--- config.mk ---
export PLATFORM = sky130hd
export DESIGN_NAME = usbh_nes_joypad_serializer
export DESIGN_NICKNAME = d
export VERILOG_FILES = /design/src/rtl/usbh_nes_joypad_serializer.sv
export SDC_FILE = /design/constraint.sdc
export NUM_CORES = 1
export LEC_CHECK = 0
export BUFFER_PORTS_ARGS = -buffer_cell sky130_fd_sc_hd__buf_2
export CAP_MARGIN = 30
export CORE_MARGIN = 5
export CORE_UTILIZATION = 50
export CTS_CLUSTER_SIZE = 24
export DETAILED_ROUTE_END_ITERATION = 16
export PLACE_DENSITY = 0.74
export SLEW_MARGIN = 20
export SYNTH_ARGS = -nofsm -noshare
export SYNTH_HDL_FRONTEND = slang
export SYNTH_SLANG_ARGS = --single-unit
export TNS_END_PERCENT = 30
--- constraint.sdc ---
create_clock -name i_clk -period 4.06 [get_ports i_clk]
set_clock_uncertainty 0.15 [all_clocks]
set_input_delay 0.406 -clock i_clk [delete_from_list [all_inputs] [get_ports i_clk]]
set_output_delay 0.406 -clock i_clk [all_outputs]
set_load 0.02 [all_outputs]
--- src/rtl/usbh_nes_joypad_serializer.sv ---
// +----------------------------------------------------------------------------+
// | usbh_nes_joypad_serializer                                                 |
// | Emulates the NES pad's 4021 shift register fed from decoded HID reports,   |
// | with stale-report timeout, opposite-direction filter and A/B autofire.     |
// | Rev 1.0                                                                    |
// +----------------------------------------------------------------------------+
`default_nettype none

module usbh_nes_joypad_serializer #(
  parameter int c_clk_hz      = 6000000,
  parameter int c_autofire_hz = 10,
  parameter int c_timeout_ms  = 100
) (
  input  logic       i_clk,
  input  logic       i_rst_n,
  input  logic [7:0] i_btn,
  input  logic       i_btn_valid,
  input  logic [1:0] i_turbo_en,
  input  logic       i_strobe,
  input  logic       i_rd,
  output logic       o_data,
  output logic [7:0] o_btn,
  output logic       o_stale
);

  localparam int C_TMO_LIM = c_clk_hz / 1000 * c_timeout_ms;
  localparam int C_TMO_W   = (C_TMO_LIM > 1) ? $clog2(C_TMO_LIM) : 1;
  localparam int C_HALF    = c_clk_hz / (2 * c_autofire_hz);
  localparam int C_PH_W    = (C_HALF > 1) ? $clog2(C_HALF) : 1;

  localparam logic [C_TMO_W-1:0] C_TMO_LAST = C_TMO_W'(C_TMO_LIM - 1);
  localparam logic [C_PH_W-1:0]  C_PH_LAST  = C_PH_W'(C_HALF - 1);

  logic [7:0]         r_held;
  logic [C_TMO_W-1:0] r_tmo_cnt;
  logic               r_stale;
  logic [C_PH_W-1:0]  r_ph_cnt;
  logic               r_phase;
  logic [7:0]         r_btn;
  logic [7:0]         r_sr;

  logic [C_TMO_W-1:0] w_tmo_nxt;
  logic               w_expire;
  logic [7:0]         w_filt;

  always_comb begin
    w_tmo_nxt = (r_tmo_cnt == C_TMO_LAST) ? r_tmo_cnt : r_tmo_cnt + 1'b1;
    w_expire  = (w_tmo_nxt == C_TMO_LAST);
  end

  // A fresh report always beats a timeout expiring in the same cycle.
  always_ff @(posedge i_clk or negedge i_rst_n) begin
    if (!i_rst_n) begin
      r_held    <= 8'h00;
      r_tmo_cnt <= '0;
      r_stale   <= 1'b1;
    end else if (i_btn_valid) begin
      r_held    <= i_btn;
      r_tmo_cnt <= '0;
      r_stale   <= 1'b0;
    end else begin
      r_tmo_cnt <= w_tmo_nxt;
      if (w_expire) begin
        r_held  <= 8'h00;
        r_stale <= 1'b1;
      end
    end
  end

  always_ff @(posedge i_clk or negedge i_rst_n) begin
    if (!i_rst_n) begin
      r_ph_cnt <= '0;
      r_phase  <= 1'b0;
    end else if (r_ph_cnt == C_PH_LAST) begin
      r_ph_cnt <= '0;
      r_phase  <= ~r_phase;
    end else begin
      r_ph_cnt <= r_ph_cnt + 1'b1;
    end
  end

  // Bit order {R,L,D,U,Start,Select,B,A}.
  always_comb begin
    w_filt = r_held;
    if (r_held[7] && r_held[6]) w_filt[7:6] = 2'b00;
    if (r_held[5] && r_held[4]) w_filt[5:4] = 2'b00;
    if (i_turbo_en[0]) w_filt[0] = r_held[0] & r_phase;
    if (i_turbo_en[1]) w_filt[1] = r_held[1] & r_phase;
  end

  always_ff @(posedge i_clk or negedge i_rst_n) begin
    if (!i_rst_n) begin
      r_btn <= 8'h00;
    end else begin
      r_btn <= w_filt;
    end
  end

  // Strobe reload has priority over a shift; shifting back-fills with 1s.
  always_ff @(posedge i_clk or negedge i_rst_n) begin
    if (!i_rst_n) begin
      r_sr <= 8'h00;
    end else if (i_strobe) begin
      r_sr <= r_btn;
    end else if (i_rd) begin
      r_sr <= {1'b1, r_sr[7:1]};
    end
  end

  assign o_data  = r_sr[0];
  assign o_btn   = r_btn;
  assign o_stale = r_stale;

endmodule

`default_nettype wire

==> flow_summary_export.csv <==
group,metric,value,unit
power_and_ir_drop,pwr-share-comb,6.6,%
place,dp_hpwl,3919,um
power_and_ir_drop,switchingPower,310.0,uW
cells_and_area,syn_to_final_growth,11.52,%
logic_synthesis,synth_edf_count,0,
critical_path,reg2reg_slack,1.54,ns
timing,setup_viol,0,
routing,drc,0,
floorplanning,num_rows,28,
critical_path,r2r-end,"r_held[3]",
run_status,status,"completed",
floorplanning,die_width,88.68,um
routing,wl_per_cell,14.01,um
logic_synthesis,synthArstFlopShare,100.0,%
critical_path,end_kind,"register",
floorplanning,io_pins,25,
logic_synthesis,synth_area_leaders,"dfrtp_1 52%, mux2i_1 5.2%, nor2_1 4.9%",
place,place_ws,1.539,ns
logic_synthesis,yosys_warnings,0,
logic_synthesis,synth-seq-cells,65,
global_route,grt_max_degree,38,
timing,max_freq,0.3965,GHz
logic_synthesis,yosysMostFrequentCell,"dfrtp_1",
clock_network,clkSlewWorstSetupHoldPaths,0.07,ns
floorplanning,coreArea,5956,sq um
clock_network,cts_tree,"yes",
timing,fin_setup_tns,0,ns
clock_network,root_buffer,"clkbuf_8",
critical_path,r2r_cells,7,
worst_hold_path,hp-class,"in2async",
global_route,first_global_vias,2124,
logic_synthesis,synth_top_flop_cell,"dfrtp_1",
power_and_ir_drop,p_seq_share,55.3,%
timing,slew_viol_final,0,
logic_synthesis,synth_cells,292,
routing,drt-vias-per-instance,5.410,
routing,drtIter0Drc,84,
logic_synthesis,yosys.area.top_type_share,51.74,%
timing,tightest_slew,0.8131,ns
power_and_ir_drop,swShare,24.74,%
cells_and_area,post-route-util,57.96,%
global_route,use_met1,21.63,%
place,place_congestion,0.7954,
power_and_ir_drop,p_leak,0.001596,uW
logic_synthesis,ys_seq_area_share,52.59,%
place,portBuffers,24,
routing,postRouteAntennaNets,0,
power_and_ir_drop,p_clk_share,38.0,%
logic_synthesis,synth_commonest_cells,"64 x dfrtp_1, 40 x nor2_1, 24 x nand2_1, 17 x xnor2_1, 17 x xor2_1",
global_route,antenna_found_initial,0,
routing,finalWirelength,5574,um
clock_network,post-cts-setup-buffer-count,0,
timing,fin_crit_sh,62.11,%
global_route,grt_pass1_wl,9867,um
global_route,busiest_layer,"met2",
cells_and_area,finalNetCount,336,
clock_network,cts-resized-gates,0,
critical_path,start_kind,"register",
power_and_ir_drop,powerDensity,363.0,nW/um^2
cells_and_area,n_antenna_cell,0,
global_route,grt_usage,16.57,%
floorplanning,die_y,88.68,um
global_route,grtUsageMet2,24.97,%
floorplanning,die-area,7864,sq um
logic_synthesis,syn_area,3095,sq um
logic_synthesis,ys_types,44,
critical_path,critical_path_class,"reg2reg",
timing,max_slew_margin,45.79,%
critical_path,timing.critical_path.fanout_max,9,
critical_path,cp.required,4.11,ns
clock_network,clk_latency,0.34,ns
routing,firstDrtPassIters,4,
global_route,met3_usage,4.655,%
critical_path,worstPathArrival,2.57,ns
routing,route.vias.total,2153,
clock_network,postCtsHoldBufs,0,
timing,hold_viol,0,
logic_synthesis,synth_nets,309,
clock_network,ctsHtreeMaxLevel,3,
clock_network,clockBufferDepth,2,
global_route,grt_overflow,0,
floorplanning,initial_core_util,51.97,%
cells_and_area,fillers,517,
power_and_ir_drop,p_int,942.9,uW
timing,post-route-min-period,2.522,ns
clock_network,numClockSinks,65,
logic_synthesis,yosysTopAreaCell,"dfrtp_1",
flow_run,cap_viol_max_count,0,
clock_network,numCtsBuffers,9,
critical_path,reg2reg_from,"r_tmo_cnt[0]",
logic_synthesis,syn_avg_cell_area,10.60,sq um
cells_and_area,layout-drive-gt1-share,16.41,%
timing,grt_setup_unrepaired,"no",
power_and_ir_drop,ir_worst_vdd,0.2409,mV
timing,layout_setup_ws,1.538,ns
## worst max-delay path: stages, from the launching register on
cell	delay (ns)
dfrtp_1	0.46
ha_1	0.25
and3_1	0.27
nand4_2	0.15
mux2i_2	0.28
nand4b_4	0.14
a2111oi_4	0.57
nor2_1	0.11
## cell families (layout without fill, tap and decap cells)
family                     Yosys count  count (layout)  share of synthesized area [%]
AOI/OAI and AO/OA                   31              31                          6.306
DFF                                 65              65                          52.59
xor gates and xnor gates            34              34                          9.620
muxes                               17              17                          5.618
buffers and inverters               15              46                          1.981
and+or+nand+nor                    128             128                          23.08
adders and majority gates            2               2                         0.8083
## how the worst max path moves through the flow
stage	slack, ns	from	to	cells past startpoint
floorplan	1.77	r_tmo_cnt[0]	r_held[0]	7
global placement	1.62	r_tmo_cnt[0]	r_held[2]	7
detailed placement	1.54	r_tmo_cnt[0]	r_held[3]	7
CTS	1.53	r_tmo_cnt[0]	r_held[3]	7
global route	1.33	r_tmo_cnt[0]	r_held[1]	7
finish	1.54	r_tmo_cnt[0]	r_held[3]	7
## state kept, by name, summed over array words and instances, names as in the netlist
name	flops
r_sr	8
r_tmo_cnt	20
o_stale	1
o_btn	8
r_phase	1
r_ph_cnt	19
r_held	8
## power by group through the flow
stage               sequential [uW]  clock, uW  combinational, uW
CTS                             694        492               85.3
floorplan                       713          0               37.7
global route                    697        525               94.8
finish                          693        477               83.0
global placement                704          0               83.0
detailed placement              706          0               85.1
## cell usage in the layout, fill, tap and decap left out, types with 6 or more instances in the layout
master	Yosys	final
buf_2	1	24
and4_1	8	8
a21oi_1	9	9
and3_1	9	9
o21ai_0	9	9
nor3_1	6	6
xor2_1	17	17
mux2i_1	16	16
nand3_1	14	14
clkbuf_8	0	10
nand2_1	24	24
nor2_1	40	40
dfrtp_1	64	64
xnor2_1	17	17
## through the flow
stage	cell area (sq um)	instances	hold slack (ns)	total power [uW]
detailed placement	3282	383	0.2144	790.9
CTS	3452	398	0.02251	1271
global placement	3282	383	0.2096	786.5
floorplan	3095	292	-0.03959	750.7
finish	3452	398	0.0006164	1253
global route	3452	398	0.06549	1317
## cell type report
class / count / area, sq um / share of cell area [%]
Sequential cell: 65 / 1628 / 47.15
Multi-Input combinational cell: 212 / 1406 / 40.74
Clock buffer: 11 / 141.4 / 4.096
Timing Repair Buffer: 26 / 135.1 / 3.914
Tap cell: 75 / 93.84 / 2.718
Clock inverter: 4 / 28.78 / 0.8336
Inverter: 5 / 18.77 / 0.5437
## layer usage
layer / share of wire [%] / wire, um
met3: 4.9 / 275
met4: 2.4 / 136
met2: 45 / 2493
met1: 48 / 2669
met5: 0 / 0
Note: power is estimated with default switching activity, not from simulation.
